**src/rtl/operand_issue_stage_if.sv**
```systemverilog
// -----------------------------------------------------------------------------
// operand_issue_stage_if
// Bundles the decode-side handshake, operand sources, bypass channels and the
// execute-side handshake of operand_issue_stage.
//   master : upstream/decode + execute side (drives ops, bypasses, out_ready)
//   slave  : the issue stage itself
// Optional macro: OPERAND_ISSUE_STATS_EN adds io_stat_issued / io_stat_stall.
// -----------------------------------------------------------------------------
interface operand_issue_stage_if #(
    parameter int XLEN    = 32,
    parameter int NUM_BYP = 2,
    parameter int REG_AW  = 5
);
    logic                      io_in_valid;
    logic                      io_in_ready;
    logic [2:0]                io_data_control;
    logic [REG_AW-1:0]         io_rs1_addr;
    logic [REG_AW-1:0]         io_rs2_addr;
    logic [XLEN-1:0]           io_rs1_data;
    logic [XLEN-1:0]           io_rs2_data;
    logic [XLEN-1:0]           io_imm;
    logic [XLEN-1:0]           io_mem_data;
    logic [XLEN-1:0]           io_pc_count;
    logic [NUM_BYP-1:0]        io_byp_valid;
    logic [NUM_BYP*REG_AW-1:0] io_byp_rd;
    logic [NUM_BYP*XLEN-1:0]   io_byp_data;
    logic                      io_out_valid;
    logic                      io_out_ready;
    logic [XLEN-1:0]           io_data_1;
    logic [XLEN-1:0]           io_data_2;
    logic                      io_illegal;
`ifdef OPERAND_ISSUE_STATS_EN
    logic [31:0]               io_stat_issued;
    logic [31:0]               io_stat_stall;

    modport master (
        output io_in_valid, io_data_control, io_rs1_addr, io_rs2_addr,
               io_rs1_data, io_rs2_data, io_imm, io_mem_data, io_pc_count,
               io_byp_valid, io_byp_rd, io_byp_data, io_out_ready,
        input  io_in_ready, io_out_valid, io_data_1, io_data_2, io_illegal,
               io_stat_issued, io_stat_stall
    );

    modport slave (
        input  io_in_valid, io_data_control, io_rs1_addr, io_rs2_addr,
               io_rs1_data, io_rs2_data, io_imm, io_mem_data, io_pc_count,
               io_byp_valid, io_byp_rd, io_byp_data, io_out_ready,
        output io_in_ready, io_out_valid, io_data_1, io_data_2, io_illegal,
               io_stat_issued, io_stat_stall
    );
`else
    modport master (
        output io_in_valid, io_data_control, io_rs1_addr, io_rs2_addr,
               io_rs1_data, io_rs2_data, io_imm, io_mem_data, io_pc_count,
               io_byp_valid, io_byp_rd, io_byp_data, io_out_ready,
        input  io_in_ready, io_out_valid, io_data_1, io_data_2, io_illegal
    );

    modport slave (
        input  io_in_valid, io_data_control, io_rs1_addr, io_rs2_addr,
               io_rs1_data, io_rs2_data, io_imm, io_mem_data, io_pc_count,
               io_byp_valid, io_byp_rd, io_byp_data, io_out_ready,
        output io_in_ready, io_out_valid, io_data_1, io_data_2, io_illegal
    );
`endif
endinterface

```
**src/rtl/operand_issue_stage.sv**
```systemverilog
// -----------------------------------------------------------------------------
// operand_issue_stage
// Registered ALU operand selector between decode and execute. Accepts one op
// per cycle (valid/ready), forwards later-stage results onto rs1/rs2 and
// presents data_1/data_2 from a single pipeline register one cycle after
// acceptance.
//
// Ports
//   clock  : system clock
//   reset  : synchronous, active-high
//   bus    : operand_issue_stage_if.slave
//            in  : io_in_valid, io_data_control[2:0], io_rs1/2_addr,
//                  io_rs1/2_data, io_imm, io_mem_data, io_pc_count,
//                  io_byp_valid/rd/data, io_out_ready
//            out : io_in_ready, io_out_valid, io_data_1, io_data_2,
//                  io_illegal (sticky until reset)
//            opt : io_stat_issued, io_stat_stall
//
// Optional macro: OPERAND_ISSUE_STATS_EN adds the issued/stall counters.
//
// Modes (data_1 / data_2):
//   0 OP_IMM r1/imm   1 AUIPC pc/imm   2 LOAD mem/0   3 OP r1/r2
//   4 LINK pc/PC_STEP 5 LUI 0/imm      6,7 illegal 0/0 (still issues)
// -----------------------------------------------------------------------------
module operand_issue_stage #(
    parameter int XLEN    = 32,
    parameter int NUM_BYP = 2,
    parameter int REG_AW  = 5,
    parameter int PC_STEP = 4
) (
    input  logic                  clock,
    input  logic                  reset,
    operand_issue_stage_if.slave  bus
);

    typedef enum logic [2:0] {
        MODE_OP_IMM = 3'd0,
        MODE_AUIPC  = 3'd1,
        MODE_LOAD   = 3'd2,
        MODE_OP     = 3'd3,
        MODE_LINK   = 3'd4,
        MODE_LUI    = 3'd5,
        MODE_ILL6   = 3'd6,
        MODE_ILL7   = 3'd7
    } mode_e;

    mode_e            mode;
    logic             valid_q, valid_d;
    logic [XLEN-1:0]  data_1_q, data_1_d;
    logic [XLEN-1:0]  data_2_q, data_2_d;
    logic             illegal_q, illegal_d;
    logic [XLEN-1:0]  r1, r2;
    logic             in_ready;
    logic             accept;
    logic             out_fire;

    assign mode     = mode_e'(bus.io_data_control);
    assign in_ready = !valid_q || bus.io_out_ready;
    assign accept   = bus.io_in_valid && in_ready;
    assign out_fire = valid_q && bus.io_out_ready;

    // Walk channels from oldest to youngest so the lowest matching channel
    // overwrites last and wins. Register 0 is hardwired and never forwarded.
    always_comb begin
        r1 = bus.io_rs1_data;
        r2 = bus.io_rs2_data;
        for (int i = NUM_BYP - 1; i >= 0; i--) begin
            if (bus.io_byp_valid[i] && (bus.io_rs1_addr != '0) &&
                (bus.io_byp_rd[i*REG_AW +: REG_AW] == bus.io_rs1_addr)) begin
                r1 = bus.io_byp_data[i*XLEN +: XLEN];
            end
            if (bus.io_byp_valid[i] && (bus.io_rs2_addr != '0) &&
                (bus.io_byp_rd[i*REG_AW +: REG_AW] == bus.io_rs2_addr)) begin
                r2 = bus.io_byp_data[i*XLEN +: XLEN];
            end
        end
    end

    always_comb begin
        valid_d   = valid_q;
        data_1_d  = data_1_q;
        data_2_d  = data_2_q;
        illegal_d = illegal_q;
        if (accept) begin
            valid_d = 1'b1;
            unique case (mode)
                MODE_OP_IMM: begin data_1_d = r1;              data_2_d = bus.io_imm;      end
                MODE_AUIPC:  begin data_1_d = bus.io_pc_count; data_2_d = bus.io_imm;      end
                MODE_LOAD:   begin data_1_d = bus.io_mem_data; data_2_d = '0;              end
                MODE_OP:     begin data_1_d = r1;              data_2_d = r2;              end
                MODE_LINK:   begin data_1_d = bus.io_pc_count; data_2_d = XLEN'(PC_STEP);  end
                MODE_LUI:    begin data_1_d = '0;              data_2_d = bus.io_imm;      end
                MODE_ILL6, MODE_ILL7: begin
                    data_1_d  = '0;
                    data_2_d  = '0;
                    illegal_d = 1'b1;
                end
                default:     begin data_1_d = '0;              data_2_d = '0;              end
            endcase
        end else if (out_fire) begin
            valid_d = 1'b0;
        end
    end

    always_ff @(posedge clock) begin
        if (reset) begin
            valid_q   <= 1'b0;
            data_1_q  <= '0;
            data_2_q  <= '0;
            illegal_q <= 1'b0;
        end else begin
            valid_q   <= valid_d;
            data_1_q  <= data_1_d;
            data_2_q  <= data_2_d;
            illegal_q <= illegal_d;
        end
    end

    assign bus.io_in_ready  = in_ready;
    assign bus.io_out_valid = valid_q;
    assign bus.io_data_1    = data_1_q;
    assign bus.io_data_2    = data_2_q;
    assign bus.io_illegal   = illegal_q;

`ifdef OPERAND_ISSUE_STATS_EN
    logic [31:0] stat_issued_q, stat_issued_d;
    logic [31:0] stat_stall_q,  stat_stall_d;

    // Both counters wrap naturally at 32 bits.
    always_comb begin
        stat_issued_d = stat_issued_q;
        stat_stall_d  = stat_stall_q;
        if (out_fire)                        stat_issued_d = stat_issued_q + 32'd1;
        if (valid_q && !bus.io_out_ready)    stat_stall_d  = stat_stall_q + 32'd1;
    end

    always_ff @(posedge clock) begin
        if (reset) begin
            stat_issued_q <= '0;
            stat_stall_q  <= '0;
        end else begin
            stat_issued_q <= stat_issued_d;
            stat_stall_q  <= stat_stall_d;
        end
    end

    assign bus.io_stat_issued = stat_issued_q;
    assign bus.io_stat_stall  = stat_stall_q;
`endif

endmodule
```
**src/flat_wrapper.sv**
```systemverilog
// flat-port wrapper written by rule: the top's interface ports become plain ports
module operand_issue_stage_flat 
#(
    parameter int XLEN    = 32,
    parameter int NUM_BYP = 2,
    parameter int REG_AW  = 5,
    parameter int PC_STEP = 4
)
  (clock, reset, bus_io_in_valid, bus_io_data_control, bus_io_rs1_addr, bus_io_rs2_addr, bus_io_rs1_data, bus_io_rs2_data, bus_io_imm, bus_io_mem_data, bus_io_pc_count, bus_io_byp_valid, bus_io_byp_rd, bus_io_byp_data, bus_io_out_ready, bus_io_in_ready, bus_io_out_valid, bus_io_data_1, bus_io_data_2, bus_io_illegal);
  operand_issue_stage_if #(.XLEN(XLEN), .NUM_BYP(NUM_BYP), .REG_AW(REG_AW)) bus_i ();
  input  logic clock;
  input  logic reset;
  input wire logic [$bits(bus_i.io_in_valid)-1:0] bus_io_in_valid;
  input wire logic [$bits(bus_i.io_data_control)-1:0] bus_io_data_control;
  input wire logic [$bits(bus_i.io_rs1_addr)-1:0] bus_io_rs1_addr;
  input wire logic [$bits(bus_i.io_rs2_addr)-1:0] bus_io_rs2_addr;
  input wire logic [$bits(bus_i.io_rs1_data)-1:0] bus_io_rs1_data;
  input wire logic [$bits(bus_i.io_rs2_data)-1:0] bus_io_rs2_data;
  input wire logic [$bits(bus_i.io_imm)-1:0] bus_io_imm;
  input wire logic [$bits(bus_i.io_mem_data)-1:0] bus_io_mem_data;
  input wire logic [$bits(bus_i.io_pc_count)-1:0] bus_io_pc_count;
  input wire logic [$bits(bus_i.io_byp_valid)-1:0] bus_io_byp_valid;
  input wire logic [$bits(bus_i.io_byp_rd)-1:0] bus_io_byp_rd;
  input wire logic [$bits(bus_i.io_byp_data)-1:0] bus_io_byp_data;
  input wire logic [$bits(bus_i.io_out_ready)-1:0] bus_io_out_ready;
  output wire logic [$bits(bus_i.io_in_ready)-1:0] bus_io_in_ready;
  output wire logic [$bits(bus_i.io_out_valid)-1:0] bus_io_out_valid;
  output wire logic [$bits(bus_i.io_data_1)-1:0] bus_io_data_1;
  output wire logic [$bits(bus_i.io_data_2)-1:0] bus_io_data_2;
  output wire logic [$bits(bus_i.io_illegal)-1:0] bus_io_illegal;
  assign bus_i.io_in_valid = bus_io_in_valid;
  assign bus_i.io_data_control = bus_io_data_control;
  assign bus_i.io_rs1_addr = bus_io_rs1_addr;
  assign bus_i.io_rs2_addr = bus_io_rs2_addr;
  assign bus_i.io_rs1_data = bus_io_rs1_data;
  assign bus_i.io_rs2_data = bus_io_rs2_data;
  assign bus_i.io_imm = bus_io_imm;
  assign bus_i.io_mem_data = bus_io_mem_data;
  assign bus_i.io_pc_count = bus_io_pc_count;
  assign bus_i.io_byp_valid = bus_io_byp_valid;
  assign bus_i.io_byp_rd = bus_io_byp_rd;
  assign bus_i.io_byp_data = bus_io_byp_data;
  assign bus_i.io_out_ready = bus_io_out_ready;
  assign bus_io_in_ready = bus_i.io_in_ready;
  assign bus_io_out_valid = bus_i.io_out_valid;
  assign bus_io_data_1 = bus_i.io_data_1;
  assign bus_io_data_2 = bus_i.io_data_2;
  assign bus_io_illegal = bus_i.io_illegal;
  operand_issue_stage #(.XLEN(XLEN), .NUM_BYP(NUM_BYP), .REG_AW(REG_AW), .PC_STEP(PC_STEP)) u_core (.clock(clock), .reset(reset), .bus(bus_i));
endmodule
```
**config.mk**
```make
export PLATFORM = sky130hd
export DESIGN_NAME = operand_issue_stage_flat
export DESIGN_NICKNAME = d
export VERILOG_FILES = /design/src/rtl/operand_issue_stage_if.sv /design/src/rtl/operand_issue_stage.sv /design/src/flat_wrapper.sv
export SDC_FILE = /design/constraint.sdc
export NUM_CORES = 1
export LEC_CHECK = 0
export ABC_AREA = 1
export ABC_CLOCK_PERIOD_IN_PS = 1300
export CORE_MARGIN = 3
export CORE_UTILIZATION = 37
export DETAILED_ROUTE_END_ITERATION = 16
export HOLD_SLACK_MARGIN = 0.05
export PLACE_DENSITY = 0.76
export SKIP_LAST_GASP = 1
export SYNTH_ARGS = -nofsm -noshare
export SYNTH_HDL_FRONTEND = slang
export SYNTH_SLANG_ARGS = --single-unit
```
**constraint.sdc**
```tcl
create_clock -name clock -period 1.3 [get_ports clock]
set_input_delay 0.26 -clock clock [delete_from_list [all_inputs] [get_ports clock]]
set_output_delay 0.26 -clock clock [all_outputs]
set_load 0.05 [all_outputs]
```
# Yosys cells after proc, flatten, opt, wreduce, memory -nomap -nowiden

Cells that the tools add are included.

Register bits: 66
Bits in latches: 0
RAM bits: 0
Bits in read-only memories: 0
Bits of input ports: 253
Output and inout bits: 67
Word-level logic and storage cells: 46
Memories kept: 0

Add/sub/neg operators: 0
$mul: 0
Div/mod/pow operators: 0
Magnitude comparators: 0
Equality and inequality tests: 11
Shift-type cells: 0
Muxes and demuxes: 8
Bitwise gates (word level): 0
Reduce and logical (&&, ||, !) cells: 23

Operator list:

| cell                                                                  | number |
|---|---|
| 32-bit case mux with 4 select lines                                   | 2 |
| 32-bit 2-to-1 mux                                                     | 4 |
| 5-bit equality test                                                   | 4 |
| 3-bit equality test, second input constant                            | 4 |
| 1-bit logical AND                                                     | 10 |
| 5-bit nonzero test                                                    | 2 |
| 3-bit OR reduction                                                    | 3 |
| 3-bit by 2-bit equality test with 1-bit output, second input constant | 2 |
| 2-bit OR reduction                                                    | 3 |
| 3-bit by 1-bit equality test with 1-bit output, second input constant | 1 |
| 3-bit logical NOT                                                     | 1 |
| 1-bit 2-to-1 mux                                                      | 2 |
| 2-bit AND reduction                                                   | 1 |
| 2-bit nonzero test                                                    | 1 |
| 1-bit logical NOT                                                     | 1 |
| 1-bit logical OR                                                      | 1 |

# Depth between registers and ports, before layout

Gate-level depths: netlist of the first run.

Depth after elaboration: 6
Gate-level depth with buffers: 14
Mapped depth without buffers: 13

# Worst setup path after synthesis of the first run

OpenSTA, ideal clock, no wires.

Path type: register -> register
From: reg u_core.valid_q (netlist: u_core.bus.io_out_valid)
To: reg u_core.data_1_q[13] (netlist: u_core.bus.io_data_1[13])
Setup time: 0.070 ns
Arrival time: 1.988 ns
Required time: 1.230 ns
Slack: -0.758 ns
Cell stages (with the launch flop): 7
Path buffers: 2
Clock period less this slack: 2.058 ns
Cell sequence: dfxtp_1 > nand2_1 > nand2_1 > buf_2 > clkbuf_1 > nand2_1 > a21oi_1

Longest elaborated chain between the ends: 3

Ends and longest elaborated chain:

| item                      | line                       | text |
|---|---|---|
| from (decl)               | operand_issue_stage.sv:48  | `logic valid_q, valid_d;` |
| from (signal assigned)    | operand_issue_stage.sv:112 | `valid_q <= valid_d;` |
| 1-bit logical NOT         | operand_issue_stage.sv:58  | `assign in_ready = !valid_q \|\| bus.io_out_ready;` |
| 1-bit logical OR          | operand_issue_stage.sv:58  |  |
| named net bus_io_in_ready | flat_wrapper.sv:26         | `output wire logic [$bits(bus_i.io_in_ready)-1:0] bus_io_in_ready;` |
| 1-bit logical AND         | operand_issue_stage.sv:59  | `assign accept = bus.io_in_valid && in_ready;` |
| to (signal assigned)      | operand_issue_stage.sv:113 | `data_1_q <= data_1_d;` |
| to (decl)                 | operand_issue_stage.sv:49  | `logic [XLEN-1:0] data_1_q, data_1_d;` |

The timed path passes the listed nets, and every way through them passes these cells.
A chain may end at the register's enable or synchronous reset.

# Worst setup path in the final report of the first run

From: in bus_io_rs2_addr[0]
To: reg u_core.data_2_q[2] (netlist: u_core.bus.io_data_2[2])

Longest elaborated chain between the ends: 6
Elaborated cells on any way between the ends: 10
Those cells by class: 2 x eq/ne; 3 x mux; 5 x reduce/logical

Ends and longest elaborated chain:

| item                                  | line                       | text |
|---|---|---|
| from (decl)                           | flat_wrapper.sv:16         | `input wire logic [$bits(bus_i.io_rs2_addr)-1:0] bus_io_rs2_addr;` |
| 5-bit nonzero test                    | operand_issue_stage.sv:72  | `if (bus.io_byp_valid[i] && (bus.io_rs2_addr != '0) &&` |
| 1-bit logical AND (2 in series)       | operand_issue_stage.sv:72  |  |
| 32-bit 2-to-1 mux                     | operand_issue_stage.sv:72  |  |
| 32-bit 2-to-1 mux *                   | operand_issue_stage.sv:72  |  |
| 32-bit case mux with 4 select lines * | operand_issue_stage.sv:86  | `unique case (mode)` |
| to (signal assigned)                  | operand_issue_stage.sv:114 | `data_2_q <= data_2_d;` |
| to (decl)                             | operand_issue_stage.sv:50  | `logic [XLEN-1:0] data_2_q, data_2_d;` |

Every way passes the cells marked *; elsewhere a longest branch is shown, timed or not.

==> results of run 1 <==
## timing repair
item,4_1_cts,5_1_grt
setup buffers,33,6
gates cloned,14,9
hold buffers,0,0
endpoints found under the setup margin,66,64
pin swaps,60,127
resized for setup,285,232
## per-layer routing
metal	share of wire (%)	wire [um]	vias up
met5	0	0	-
met4	7.6	2950	0
met3	11	4200	235
met2	47	18300	786
met1	34	13200	4511
li1	-	-	4378
## worst max path at each step
stage                      startpoint                  endpoint  slack, ps
4_1_cts            bus_io_rs2_addr[4]   u_core.bus.io_data_2[1]        -90
3_3_place_gp         bus_io_byp_rd[0]  u_core.bus.io_data_2[17]       -890
5_1_grt            bus_io_rs2_addr[0]   u_core.bus.io_data_2[2]       -400
2_1_floorplan        bus_io_byp_rd[8]  u_core.bus.io_data_2[10]        -60
6_report           bus_io_rs2_addr[0]   u_core.bus.io_data_2[2]       -290
3_5_place_dp   bus_io_data_control[0]   u_core.bus.io_data_1[7]       -910
## Yosys cell counts, types with 6 or more instances
library cell	n
nand3_1	229
inv_1	178
a21oi_2	30
a21oi_1	37
inv_2	6
o21ai_0	65
clkbuf_1	31
nor2_1	70
buf_2	24
buf_4	6
buf_1	8
nand2_1	363
dfxtp_1	66
buf_6	8
## area by class of cell
class | count | area, um^2
multi-input combinational | 817 | 5000
fill | 949 | 2640
clock inverter | 5 | 77.6
clock buffer | 11 | 243
inverter | 186 | 741
sequential | 66 | 1330
antenna | 5 | 12.5
timing repair buffer | 457 | 5800
tap | 216 | 270
## sequential cells by signal, summed over array words and instances (netlist names)
| register | flops |
|---|---|
| u_core.bus.io_data_1 | 32 |
| u_core.bus.io_data_2 | 32 |
| u_core.bus.io_illegal | 1 |
| u_core.bus.io_out_valid | 1 |
## worst min-delay path: cells and delay by family
family,cells,cell delay (ps)
AO/OA/AOI/OAI,1,50
buffers and inverters,2,270
AND/OR/NAND/NOR,1,60
## stage by stage
step           worst slack [ps]  cell area, um^2  cells  hold WS (ps)  util [%]
2_1_floorplan             -57.8             6250   1146           500         -
3_3_place_gp               -893            10800   1690           486      67.2
3_5_place_dp               -911            10800   1690           492      67.2
4_1_cts                   -86.2            12400   1749           339      77.0
5_1_grt                    -398            13500   1763           374      83.6
6_report                   -290            13500   1763           340      83.6
## kinds of logic (layout without fill, tap and decap cells)
logic type / Yosys count / count (layout) / share of synthesized area, %
AOI/OAI and AO/OA: 135 / 135 / 12.9
xor gates and xnor gates: 5 / 5 / 0.710
buffers and inverters: 264 / 659 / 18.0
DFF: 66 / 66 / 21.4
other: 0 / 5 / 0
and+or+nand+nor: 676 / 677 / 46.9
## report_power, final
group	internal, mW	switching [mW]
clock	1.73	1.08
combinational	2.22	2.28
sequential	2.16	0.159
total	6.11	3.52
==> run summary, run 1 <==
Status -> complete, but fails checks
Violated checks -> setup timing
Worst clock skew -> 5.58 ps
Gr busiest metal -> met2
Root Buffer -> clkbuf_16
Hold Path End -> u_core.bus.io_out_valid
Register clock-pin slew on the reported worst setup and hold paths -> 60 ps
Max cap viols -> 0
Post-synthesis cell area -> 6170 um^2
Pwr Density -> 715 nW/um^2
Post-route clock period utilization -> 122%
Setup crit end kind -> register
Syn. warnings -> 0
Stages on the worst setup path -> 11
Die area -> 18,300 um^2
Most common cell after layout, fill and taps aside -> nand2_1
Port-buffer cells -> 319
Flop2flop setup slack -> 10 ps
Tot GR Track Use -> 34.9%
Critical path's slowest cell -> o21ai_0
VDD IR-drop max -> 0.000793 V
Syn_nets -> 1,399
Hold path cells -> 4
Final setup violation count -> 64
Rel. slew slack -> 79.2%
Worst Max-Slew Pin Slew -> 311 ps
Yosys top cell area share -> 22.1%
Antenna violations before repair -> 5
Post-synth EDFFs -> 0
Critical Path Max Stage Delay -> 260 ps
GR Util met2 -> 59.1%
Slew Limit Fails -> 0
Drc violations -> 0
H-tree Lvls -> 3
Rows -> 46
CP Buf/Inv Count -> 4
Async SR Flop Fraction -> 0%
CP Data Arrival Time -> 1830 ps
R2r worst-path depth -> 6
Crit path max-delay family -> buffers and inverters
Post-layout min period -> 1590 ps
Total gr overflow -> 0
CP max FO -> 33
Post-synthesis cell count -> 1,146
Clk_lat worst skew -> 350 ps
Number of global-route vias before repair -> 9,010
Gp weighted congestion -> 0.959
Initial Utilization -> 38.3%
Vias -> 9,910
Lkg Pwr -> 6.45 nW
DR WL/cell -> 21.9 um
Largest net degree at the start of global routing -> 45
Initial DRC Count -> 895
Hold Path Class -> primary input to register
Max clock buf depth -> 2
Most used cell, CP -> nand2_2
Yosys reg bits -> 66
Clock tree from TritonCTS -> built
Io pins -> 320
Die H -> 135 um
Post-layout net count -> 1,790
Clk sinks -> 66
Layout cell share with drive strength beyond 1 -> 34.2%
DP HPWL -> 22,600 um
Commonest cells after routing, fill and taps aside -> nand2_1 (262), clkdlybuf4s50_1 (226), inv_1 (161)
Max frequency -> 0.629 GHz
Final Hold Fails -> 0
Critical R2R Capture -> u_core.bus.io_data_1[24]
Setup ws final -> -290 ps
Antenna Nets Post-Route -> 0
Post-Route WL -> 38,600 um
Req. time, crit path -> 1540 ps
Kind of critical path -> primary input to register
First-pass GRT wire length -> 49,500 um
Seq/Total Area, Yosys -> 21.4%
CTS Buf Count -> 9
Via density per instance -> 5.62
RSZ-0062 raised after global routing -> true
Most area-consuming cells after synthesis -> nand2_1 (22%), dfxtp_1 (21%), nand3_1 (19%)
Die X -> 135 um
Router iterations before antenna repair -> 5
Total power -> 9.64 mW
Syn-to-layout area delta -> 118%
Setup TNS -> -8920 ps
CP cell instances -> buf_8, buf_4, xnor2_2, o211ai_1, nor2_1, nand2_2, buf_12, o21ai_0, inv_1, nand2_2, a21oi_2
Dominant cell type by area after synthesis -> nand2_1
Met1 Usage GRT -> 40.6%
Yosys cell types -> 28
Met3 Usage GRT -> 7.50%
Hold path start -> bus_io_out_ready
Critical Path Start Type -> primary input
Average size of a mapped cell -> 5.39 um^2
Core area -> 16,100 um^2
Critical R2R Launch -> u_core.bus.io_out_valid
Top FF cell, synth -> dfxtp_1
Power figures use the tool's default switching activity.
==> inputs of run 2 (changes only) <==
- SLEW_MARGIN: unset -> 20
==> results of run 2 <==
Final layout, timing and power as in run 1 (identical DEF).
